==> src/rtl/mul_unit.sv <==
// Shift-add 32x32 MUL/MLA unit: low 32 bits of op_a*op_b (+acc) to the bank write port, optional N/Z to CPSR.
// Latency: 32/BITS_PER_CYCLE RUN cycles + 1 DONE cycle; start is ignored while RUN, no queueing.
module mul_unit #(
   parameter int BITS_PER_CYCLE = 2
) (
   input  logic        clk,
   input  logic        reset,
   input  logic        start,
   input  logic [31:0] op_a,
   input  logic [31:0] op_b,
   input  logic [31:0] acc,
   input  logic        accumulate,
   input  logic [3:0]  rd_select,
   input  logic        set_flags,
   input  logic [3:0]  cpsr_in,
   output logic        busy,
   output logic        done,
   output logic [31:0] result,
   output logic [3:0]  write_select,
   output logic        write_en,
   output logic [3:0]  write_cpsr_data,
   output logic        write_cpsr_en
);

   localparam int N = 32 / BITS_PER_CYCLE;
   localparam logic [5:0] LAST = 6'(N - 1);

   typedef enum logic [1:0] {IDLE, RUN, DONE} state_t;

   state_t      state;
   logic [31:0] mcand;
   logic [31:0] mplier;
   logic [31:0] prod;
   logic [31:0] prod_next;
   logic [5:0]  count;
   logic [3:0]  rd_q;
   logic        sf_q;
   logic [1:0]  cv_q;
   logic        load;

   // N and Z are regenerated from the product; only C and V pass through.
   logic unused_nz;
   assign unused_nz = ^cpsr_in[3:2];

   assign load = start && (state == IDLE || state == DONE);

   always_comb begin
      prod_next = prod;
      for (int i = 0; i < BITS_PER_CYCLE; i++) begin
         if (mplier[i]) prod_next = prod_next + (mcand << i);
      end
   end

   always_ff @(posedge clk) begin
      if (reset) begin
         state           <= IDLE;
         mcand           <= '0;
         mplier          <= '0;
         prod            <= '0;
         count           <= '0;
         rd_q            <= '0;
         sf_q            <= 1'b0;
         cv_q            <= '0;
         busy            <= 1'b0;
         done            <= 1'b0;
         result          <= '0;
         write_select    <= '0;
         write_en        <= 1'b0;
         write_cpsr_data <= '0;
         write_cpsr_en   <= 1'b0;
      end else begin
         done          <= 1'b0;
         write_en      <= 1'b0;
         write_cpsr_en <= 1'b0;
         if (load) begin
            mcand  <= op_a;
            mplier <= op_b;
            prod   <= accumulate ? acc : 32'd0;
            count  <= '0;
            rd_q   <= rd_select;
            sf_q   <= set_flags;
            cv_q   <= cpsr_in[1:0];
            busy   <= 1'b1;
            state  <= RUN;
         end else begin
            case (state)
               IDLE: ;
               RUN: begin
                  prod   <= prod_next;
                  mcand  <= mcand << BITS_PER_CYCLE;
                  mplier <= mplier >> BITS_PER_CYCLE;
                  count  <= count + 6'd1;
                  // Outputs are registered on the final RUN edge so they are valid for the whole DONE cycle.
                  if (count == LAST) begin
                     state           <= DONE;
                     done            <= 1'b1;
                     write_en        <= 1'b1;
                     write_cpsr_en   <= sf_q;
                     result          <= prod_next;
                     write_select    <= rd_q;
                     write_cpsr_data <= {prod_next[31], prod_next == 32'd0, cv_q};
                  end
               end
               DONE: begin
                  state <= IDLE;
                  busy  <= 1'b0;
               end
               default: begin
                  state <= IDLE;
                  busy  <= 1'b0;
               end
            endcase
         end
      end
   end

endmodule

==> config.mk <==
export PLATFORM = sky130hd
export DESIGN_NAME = mul_unit
export DESIGN_NICKNAME = d
export VERILOG_FILES = /design/src/rtl/mul_unit.sv
export SDC_FILE = /design/constraint.sdc
export NUM_CORES = 1
export LEC_CHECK = 0
export BUFFER_PORTS_ARGS = -buffer_cell sky130_fd_sc_hd__buf_2
export CAP_MARGIN = 20
export CORE_ASPECT_RATIO = 1.2
export CORE_UTILIZATION = 59
export CTS_CLUSTER_SIZE = 25
export DETAILED_ROUTE_END_ITERATION = 10
export GPL_TIMING_DRIVEN = 0
export PLACE_DENSITY = 0.82
export SKIP_CTS_REPAIR_TIMING = 1
export SLEW_MARGIN = 25
export SYNTH_ARGS = -nofsm -noshare
export SYNTH_HDL_FRONTEND = slang
export SYNTH_SLANG_ARGS = --single-unit
==> constraint.sdc <==
create_clock -name clk -period 5.44 [get_ports clk]
set_input_delay 0 -clock clk [delete_from_list [all_inputs] [get_ports clk]]
set_output_delay 0 -clock clk [all_outputs]
set_load 0.005 [all_outputs]
---- Word level (Yosys, flattened, before mapping) ----
Cells that the tools add are included.
storage, ports and cells
  bits in registers ....................... 154
  bits of input ports ..................... 109
  output and inout bits ................... 44
  word-level logic and storage cells ...... 56
operators by class
  add/sub/neg operators ................... 3
  equal/unequal tests ..................... 7
  muxes and demuxes ....................... 15
  bitwise operators ....................... 4
  reduce and logical (&&, ||, !) cells .... 12
operators by type and width
  kind                                                                      number
  32-bit two-way mux                                                        9
  32-bit adder                                                              2
  32-bit logical NOT                                                        1
  6-bit by 1-bit adder with 6-bit output (second input constant)            1
  6-bit by 4-bit == test with 1-bit output (second input constant)          1
  1-bit two-way mux                                                         4
  2-bit inequality test (second input constant)                             2
  1-bit NOT                                                                 4
  2-bit case mux with 2 select lines                                        1
  2-bit AND reduction                                                       2
  2-bit OR reduction                                                        2
  4-bit OR reduction                                                        1
  3-bit inequality test (second input constant)                             1
  3-bit AND reduction                                                       1
  3-bit OR reduction                                                        1
  2-bit by 1-bit == test with 1-bit output (second input constant)          1
  2-bit == test (second input constant)                                     1
  2-bit logical NOT                                                         1
  2-bit two-way mux                                                         1
  2-bit by 1-bit inequality test with 1-bit output (second input constant)  1
  2-bit nonzero test                                                        1
  1-bit logical AND                                                         1
  1-bit logical OR                                                          1

---- Depth between registers and ports, before layout ----
Gate-level depths: netlist of run 1.
  depth after elaboration ................. 6
  mapped depth ............................ 23
  gate-level depth less buffers ........... 22

---- Worst setup path before layout of run 1 ----
Ideal clock, no wire load.
  path kind ............................... flip-flop to flip-flop
  start point ............................. reg mcand[0]
  end point ............................... reg write_cpsr_data[2]
  library setup time ...................... 0.069 ns
  arrival time ............................ 4.688 ns
  required time ........................... 5.371 ns
  slack ................................... 0.683 ns
  stages on the path, launching flop included .. 20
  buffers on the path ..................... 1
  period minus slack after synthesis ...... 4.757 ns
  path through ............................ dfxtp_1 > ha_1 > fa_1 > a21o_1 > a221oi_4 > o221ai_1 > a21oi_1 > xnor2_1 > mux2_2 > ha_1 > clkbuf_1 > nand4_1 > o311a_1 > and4_1 > nor3_1 > and3_1 > nor4b_2 > or4b_1 > nand4bb_1 > o21ai_1
on the way
  longest elaborated chain between the ends .. 5
ends and longest elaborated chain
  what                    line  source
  start, declared         31    logic [31:0] mcand;
  start signal, assigned  76    mcand <= op_a;
  start signal, assigned  90    mcand <= mcand << BITS_PER_CYCLE;
  32-bit adder            50    if (mplier[i]) prod_next = prod_next + (mcand << i);
  32-bit two-way mux      50
  32-bit adder            50
  32-bit two-way mux (*)  50
  32-bit logical NOT (*)  101   write_cpsr_data <= {prod_next[31], prod_next == 32'd0, cv_q};
  end signal, assigned    101
  end, declared           21    output logic [3:0] write_cpsr_data,
Every way passes the cells marked *; elsewhere a longest branch is shown, timed or not.
A chain may end at the register's enable or synchronous reset.

---- Worst setup path in the final report of run 1 ----
Ends and elaborated chain as after synthesis.

==> results of run 1 <==
logic make-up (layout without fill, tap and decap cells):
kind of cell	after synthesis	in the layout
xor+xnor	42	42
mux	25	25
compound gates	446	446
buf+inv	127	418
simple gates	523	523
fa+ha+maj	69	69
flops	153	153
Yosys cell counts, types with 8 or more instances:
cell type / instances
o21a_1: 10
xnor2_1: 24
or3_1: 12
o21ai_0: 48
nand4_1: 24
inv_1: 19
dfxtp_1: 153
clkbuf_1: 96
a2111oi_0: 23
a211oi_1: 34
nor2_1: 155
xor2_1: 18
a311oi_1: 29
a21o_1: 33
mux2_2: 13
nor4_1: 12
nand2b_1: 16
a22oi_1: 38
nor2b_1: 16
buf_1: 9
nand2_1: 190
nor3_1: 29
o211ai_1: 9
and4_1: 10
a21oi_1: 148
mux2i_1: 12
ha_1: 67
and3_1: 8
nand3_1: 23
stage by stage:
stage	utilization, %	worst slack [ns]
after CTS	69.6	-1.58
after detailed placement	66.1	-1.50
after floorplan	-	0.683
after global placement	66.1	-1.45
after global routing	78.9	-0.209
final	78.9	-0.0708
worst reg2reg max path, cell delays in order (launching register included):
cell	delay, ns
dfxtp_2	0.35
ha_2	0.21
fa_2	0.36
a21o_1	0.26
a221oi_4	0.51
o221ai_4	0.29
a21oi_2	0.23
xnor2_1	0.08
mux2_2	0.31
ha_4	0.31
nand4_1	0.30
o311a_4	0.51
and4_1	0.23
nor3_2	0.16
and3_4	0.24
nor4b_4	0.21
or4b_4	0.52
nand4bb_1	0.22
o21ai_1	0.16
worst paths after layout:
| check | from | slack [ns] | to |
|---|---|---|---|
| hold / removal | acc[9] | 0.03 | prod[9]$_SDFFE_PP0P_ |
| hold reg to reg | sf_q$_SDFFE_PP0P_ | 0.44 | write_cpsr_en$_SDFF_PP0_ |
| setup reg to reg | mcand[0]$_SDFFE_PP0P_ | -0.07 | write_cpsr_data[2]$_SDFFE_PP0P_ |
| setup / recovery | mcand[0]$_SDFFE_PP0P_ | -0.07 | write_cpsr_data[2]$_SDFFE_PP0P_ |
final cells by class:
cell class,count,share of cell area [%]
clock buffers,18,3.19
clock inverters,14,1.24
plain buffers,93,2.68
flip-flops and latches,153,22.3
inverters,20,0.545
repair buffers,273,14.0
multi-input cells,1105,54.0
well taps,220,2.00
state kept, by name (all words and copies together), names as in the netlist:
signal	flops
write_en	1
sf_q	1
write_cpsr_en	1
cv_q	2
prod	32
write_cpsr_data	3
count	6
busy	1
rd_q	4
mplier	32
state	2
mcand	32
result	32
write_select	4
power by group through the flow:
stage	logic (uW)	registers [uW]	clock network, uW
after floorplan	657	1250	0
after global placement	897	1280	0
after detailed placement	918	1280	0
after CTS	928	1250	1230
after global routing	1220	1260	1270
final	1140	1260	1250
per-layer routing:
layer,vias to the layer above,GRT usage (%),wire [um]
met4,0,25.5,3040
li1,5675,-,-
met3,244,9.85,4710
met1,5972,51.9,15700
met2,913,65.2,19200
met5,-,0,0
==> qor.txt, run 1 <==
Power Internal = 2270 uW
hold depth = 3
Bufs on Longest Clock Path = 2
placed wire-length estimate = 28.6 mm
crit path time final = 5.51 ns
Syn Inst Count = 1385
core area = 17400 um2
Synth Area per Inst = 7.58 um2
CP top delay family = compound AO/OA/AOI/OAI gates
DRT Pass-1 Iters = 6
Port Buffers = 150
largest net degree at the start of global routing = 19
Initial Util = 60.2%
vias in the first global route = 11100
Routed Wire Length = 42.6 mm
TritonCTS Buffers = 17
compound-cell area share of the yosys netlist = 28.8%
CTS tree = yes
post-synthesis adder-cell area fraction = 8.37%
first-pass GRT wire length = 58.7 mm
f_max = 181 MHz
crit-path max FO = 8
worst path required time = 5.82 ns
Final Cycle Share = 101%
die area = 18300 um2
final hold violations = 0
CP endpoint kind = register
status = finished with violations
footprint of the multi-input gates = 7430 um2
mux contribution to synthesized area = 2.54%
Initial DRC Count = 1280
cell area after synthesis = 10500 um2
most frequent cells in the layout = nand2_1 (189), nor2_1 (153), buf_2 (151), dfxtp_1 (151), a21oi_1 (138)
post-route cell area = 13800 um2
max-cap violation count = 0
H-tree Lvls = 4
slowest cell delay on critical path = 0.52 ns
Seq/Total Area, Yosys = 29.2%
worst slew pin tran = 1.29 ns
Yosys reg bits = 153
Skew-Pair Late Insertion Delay = 0.45 ns
Final Instance Count excl. Fillers = 1896
path depth of the worst reg2reg path = 18
Core Rows = 53
Setup Viol. Count Final = 1
routability congestion estimate = 1.00
CP max-delay cell = or4b_4
WP data arrival = 5.89 ns
Pleak = 0.00571 uW
Clk pwr share = 34.2%
TritonCTS Sinks = 153
Fin Hold WS = 0.0343 ns
final net count = 1841
gr usage total = 41.9%
post-synthesis cell type count = 75
Top FF cell, synth = dfxtp_1
Vias = 12800
failing checks = negative setup slack
CP Cell Sequence = ha_2 -> fa_2 -> a21o_1 -> a221oi_4 -> o221ai_4 -> a21oi_2 -> xnor2_1 -> mux2_2 -> ha_4 -> nand4_1 -> o311a_4 -> and4_1 -> nor3_2 -> and3_4 -> nor4b_4 -> or4b_4 -> nand4bb_1 -> o21ai_1
CP Depth = 18
number of synthesized flops with an enable pin = 0
chip height = 148 um
simple-gate share of the synthesized area = 23.0%
Max Clock Skew = 0.0145 ns
Routed Antenna Nets = 0
root buffer cell = clkbuf_16
clk slew on worst S/H paths = 0.07 ns
RSZ-0062 raised after global routing = true
Power Dens Cells = 265 nW/um2
P&R area growth vs syn = 31.1%
Post-route DRC = 0
Wirelength per Cell = 22.5 um
post-DR vias/cell = 6.75
Setup CP Type = reg -> reg
main combinational cell family by area after synthesis = compound AO/OA/AOI/OAI gates
FILL cells = 1183
# IOs = 153
Syn Nets = 1563
Total Power = 3640 uW
Net Sw Power = 1370 uW
grt total ovfl = 0
Max Slew Vio Count = 0
sw frac = 37.7%
initial antenna violation count = 0
Hold Path Class = in -> reg
# diodes = 0
area share of the leading cell type in the synthesized netlist = 29.2%
setup slack after layout = -0.0708 ns
largest cells by area after synthesis = dfxtp_1 (29%), ha_1 (8.0%), a21oi_1 (7.1%)
CP Buf/Inv Count = 0
Post-synth ARST share = 0%
Reg power frac = 34.6%
commonest non-fill, non-tap cell in the layout = nand2_1
Ys Warns = 0
Placed Cells = 1755
register area = 3070 um2
xor/xnor share of the synthesized area = 3.50%
Fin Setup TNS = -0.0708 ns
Yosys top cell by area = dfxtp_1
chip width = 124 um
Worst slew margin = 13.8%
layout cells sized above 1 = 18.7%
worst vdd rail ir drop = 232 uV
dpl cell area = 11500 um2
Startpoint Class = register
Comb pwr share = 31.2%
(Power assumes the default switching activity.)
==> run 2: changes to the inputs <==
- MAX_ROUTING_LAYER: unset -> met4
- PLACE_DENSITY: 0.82 -> 0.89
==> qor.txt, run 2 (synthesis gave the netlist of run 1 again) <==
Most Used Layer, Global Route = met2
post-layout util = 78.3%
Worst slew margin = 15.1%
CTS tree = yes
Power Dens Cells = 267 nW/um2
Clk pwr share = 34.3%
grt met3 use = 9.51%
chip height = 148 um
root buffer cell = clkbuf_16
initial antenna violation count = 2
post-DR vias/cell = 6.88
dpl cell area = 11500 um2
DRT Pass-1 Iters = 9
Setup CP Type = reg -> reg
most frequent cells in the layout = nand2_1 (189), nor2_1 (154), buf_2 (151)
Port Buffers = 150
crit path time final = 5.51 ns
setup slack after layout = -0.0734 ns
Routed Wire Length = 44.6 mm
P&R area growth vs syn = 30.1%
status = finished with violations
layout cells sized above 1 = 18.5%
failing checks = negative hold slack, negative setup slack
Initial DRC Count = 1773
clk slew on worst S/H paths = 0.07 ns
Final Instance Count excl. Fillers = 1894
path depth of the worst reg2reg path = 18
CP endpoint kind = register
Fin Hold WS = -0.0175 ns
Wirelength per Cell = 23.5 um
Fin Setup TNS = -0.0734 ns
TritonCTS Sinks = 153
Total Power = 3650 uW
reg2reg start = mcand[1]$_SDFFE_PP0P_
met1 Usage GRT = 51.8%
grt total ovfl = 0
Worst Setup SP = mcand[1]$_SDFFE_PP0P_
TritonCTS Buffers = 17
Startpoint Class = register
sw frac = 38.4%
chip width = 124 um
final net count = 1837
Vias = 13000
first-pass GRT wire length = 58.9 mm
Core Rows = 53
f_max = 181 MHz
# IOs = 153
slowest cell delay on critical path = 0.48 ns
H-tree Lvls = 4
final hold violations = 2
Pleak = 0.00564 uW
WP data arrival = 5.89 ns
worst path required time = 5.82 ns
Placed Cells = 1755
Hold Path Class = in -> reg
Worst Setup EP = write_cpsr_data[2]$_SDFFE_PP0P_
die area = 18300 um2
Comb pwr share = 31.0%
commonest non-fill, non-tap cell in the layout = nand2_1
CP max-delay cell = o211ai_1
Post-route DRC = 0
largest net degree at the start of global routing = 19
r2r endpoint = write_cpsr_data[2]$_SDFFE_PP0P_
Initial Util = 60.2%
Max Clock Skew = 0.0128 ns
Power Internal = 2250 uW
Skew-Pair Late Insertion Delay = 0.45 ns
Bufs on Longest Clock Path = 2
Reg power frac = 34.7%
Routed Antenna Nets = 0
r2r setup slk = -0.07 ns
worst vdd rail ir drop = 219 uV
crit-path max FO = 7
global routing usage on met2 = 64.5%
Net Sw Power = 1400 uW
CP Cell Sequence = ha_1 -> a211o_1 -> a211o_4 -> and3_1 -> or3_1 -> a31o_1 -> ha_2 -> nand4_1 -> o21bai_2 -> nor3_2 -> a21boi_2 -> o211ai_1 -> o211ai_1 -> mux2i_1 -> o221ai_1 -> nor4_2 -> nand4bb_1 -> o21ai_1
min-delay src = acc[9]
vias in the first global route = 11100
Max Slew Vio Count = 0
Setup Viol. Count Final = 1
max-cap violation count = 0
worst slew pin tran = 1.27 ns
placed wire-length estimate = 28.9 mm
gr usage total = 43.3%
cell with the most instances on the worst path = o211ai_1
routability congestion estimate = 1.03
core area = 17400 um2
post-route cell area = 13700 um2
Final Cycle Share = 101%
==> run 2: worst min-delay path by stage <==
stage / end / depth (start not counted) / slack (ns)
floorplan: write_en$_SDFF_PP0_ / 1 / 0.11
global placement: rd_q[2]$_SDFFE_PP0P_ / 3 / 0.24
detailed placement: rd_q[2]$_SDFFE_PP0P_ / 3 / 0.25
CTS: rd_q[2]$_SDFFE_PP0P_ / 3 / -0.21
global route: prod[0]$_SDFFE_PP0P_ / 3 / 0.02
finish: prod[9]$_SDFFE_PP0P_ / 3 / -0.02
==> run 2: metrics by stage <==
step	hold WS, ns	worst slack (ns)
floorplan	0.105	0.683
finish	-0.0175	-0.0734
CTS	-0.213	-1.59
global route	0.0163	-0.212
detailed placement	0.253	-1.50
global placement	0.243	-1.51
==> run 2: critical path, delay by kind of cell, from the launching register on <==
family | cells | cell delay (ns)
multiplexers | 1 | 0.32
AO/OA/AOI/OAI | 9 | 2.74
flip-flops | 1 | 0.38
adder cells (fa/ha/maj) | 2 | 0.73
AND/OR/NAND/NOR | 6 | 1.28
==> run 2: layout make-up <==
cell class / count / area, um2
multi-input combinational: 1105 / 7360
timing repair buffer: 269 / 1910
fill: 1175 / 3790
inverter: 20 / 75.1
antenna: 2 / 5.00
sequential: 153 / 3070
tap: 220 / 275
clock inverter: 15 / 173
clock buffer: 17 / 425
buffer: 93 / 369
==> run 2: per-layer routing <==
metal | share of wire, % | wire, um
met3 | 12 | 5140
met2 | 45 | 20200
met5 | 0 | 0
met1 | 35 | 15700
met4 | 8.1 | 3600
==> run 2: power by group through the flow <==
stage | logic [uW] | registers, uW | clock network [uW]
6_report | 1130 | 1260 | 1250
5_1_grt | 1210 | 1270 | 1270
4_1_cts | 931 | 1250 | 1230
3_5_place_dp | 922 | 1280 | 0
3_3_place_gp | 905 | 1280 | 0
2_1_floorplan | 657 | 1250 | 0
==> run 3: changes to the inputs <==
- GPL_TIMING_DRIVEN: 0 -> unset
- SETUP_SLACK_MARGIN: unset -> 0.4
==> qor.txt, run 3 (synthesis gave the netlist of run 1 again) <==
Hold Path Class = in -> reg
vias in the first global route = 10600
Routed Antenna Nets = 0
H-tree Lvls = 4
RSZ-0062 raised after global routing = true
post-DR vias/cell = 6.95
path depth of the worst reg2reg path = 21
TritonCTS Buffers = 17
clk slew on worst S/H paths = 0.08 ns
chip width = 124 um
Startpoint Class = register
worst vdd rail ir drop = 246 uV
Max Clock Skew = 0.0120 ns
Post-route DRC = 0
Fin Hold WS = -0.00379 ns
WP data arrival = 5.76 ns
failing checks = negative hold slack
placed wire-length estimate = 23.2 mm
layout cells sized above 1 = 21.6%
status = finished with violations
Routed Wire Length = 41.3 mm
routability congestion estimate = 1.00
Wirelength per Cell = 22.4 um
chip height = 148 um
crit-path max FO = 8
Initial Util = 60.2%
post-place setup slack = 0.0267 ns
Power Dens Cells = 269 nW/um2
TritonCTS Sinks = 153
hold depth = 3
grt total ovfl = 0
gr usage total = 37.3%
commonest non-fill, non-tap cell in the layout = nand2_1
final net count = 1784
Pleak = 0.00575 uW
first-pass GRT wire length = 52.4 mm
Vias = 12800
Setup CP Type = reg -> reg
largest net degree at the start of global routing = 91
Port Buffers = 150
crit path time final = 5.36 ns
most frequent cells in the layout = nand2_1 (188), nor2_1 (151), dfxtp_1 (149), buf_2 (149), a21oi_1 (133)
initial antenna violation count = 0
core area = 17400 um2
Setup Viol. Count Final = 0
Core Rows = 53
die area = 18300 um2
# IOs = 153
f_max = 186 MHz
Max Slew Vio Count = 0
CP endpoint kind = register
Worst slew margin = 32.0%
DRT Pass-1 Iters = 9
P&R area growth vs syn = 30.4%
root buffer cell = clkbuf_16
worst slew pin tran = 1.02 ns
final hold violations = 1
Initial DRC Count = 1473
max-cap violation count = 0
worst path required time = 5.83 ns
# diodes = 0
CTS tree = yes
Skew-Pair Late Insertion Delay = 0.45 ns
Bufs on Longest Clock Path = 2
setup slack after layout = 0.0757 ns
Final Cycle Share = 98.6%
## run 3: cell types whose count changed in the layout (fill, tap and decap cells not counted), moves of 5 or more
| cell | change |
|---|---|
| clkbuf_1 | -79 |
| buf_4 | +40 |
| buf_1 | -6 |
| ha_4 | +6 |
| ha_2 | -5 |
| o21ai_0 | -5 |
## run 3: critical path: stages, from the launching register on
cell and delay (ns):
dfxtp_4 0.36, ha_4 0.17, fa_2 0.39, a21o_1 0.26, a221oi_4 0.48, or3_4 0.25
nand2_4 0.08, mux2i_2 0.19, a21o_1 0.20, ha_4 0.30, buf_4 0.11, nand4_1 0.08
a21oi_2 0.25, a21oi_1 0.13, xnor2_1 0.14, mux2_2 0.28, nor3_1 0.34, and2_1 0.25
nand4b_1 0.14, or4b_4 0.52, nand4bb_1 0.23, o21ai_1 0.15
## run 3: worst paths after layout
path | end | startpoint | slack (ns)
setup / recovery | write_cpsr_data[2]$_SDFFE_PP0P_ | prod[0]$_SDFFE_PP0P_ | 0.08
hold / removal | prod[9]$_SDFFE_PP0P_ | acc[9] | -0.004
setup reg to reg | write_cpsr_data[2]$_SDFFE_PP0P_ | prod[0]$_SDFFE_PP0P_ | 0.08
hold reg to reg | write_select[2]$_SDFFE_PP0P_ | write_select[2]$_SDFFE_PP0P_ | 0.46
## run 3: metal layers
layer,track usage (%),part of all wire (%)
met5,-,0
met1,46.7,35
met4,16.4,7.4
met2,58.2,47
met3,6.52,11
## run 3: final cells by class
class	count	area, um2
clock buffers	18	439
multi-input cells	1105	7450
fillers	1046	3760
well taps	220	275
inverters	20	75.1
repair buffers	309	2210
clock inverters	14	168
flip-flops and latches	153	3070
## run 3: power by group
part | internal, uW | switching, uW | leakage [uW]
Combinational | 473 | 686 | 0.00419
Sequential | 1190 | 76.5 | 0.00126
Clock | 637 | 620 | 0.000298
Total | 2300 | 1380 | 0.00575
## run 3: per-stage QoR
stage	cell area [um2]	std cells	power [uW]	util, %	TNS (ns)
after floorplan	10500	1385	1910	-	0
after global placement	11500	1694	2180	65.9	0
after detailed placement	11500	1694	2200	65.9	0
after CTS	12100	1726	3420	69.4	-0.0495
after global routing	13700	1839	3780	78.5	-0.0919
final	13700	1839	3680	78.5	0
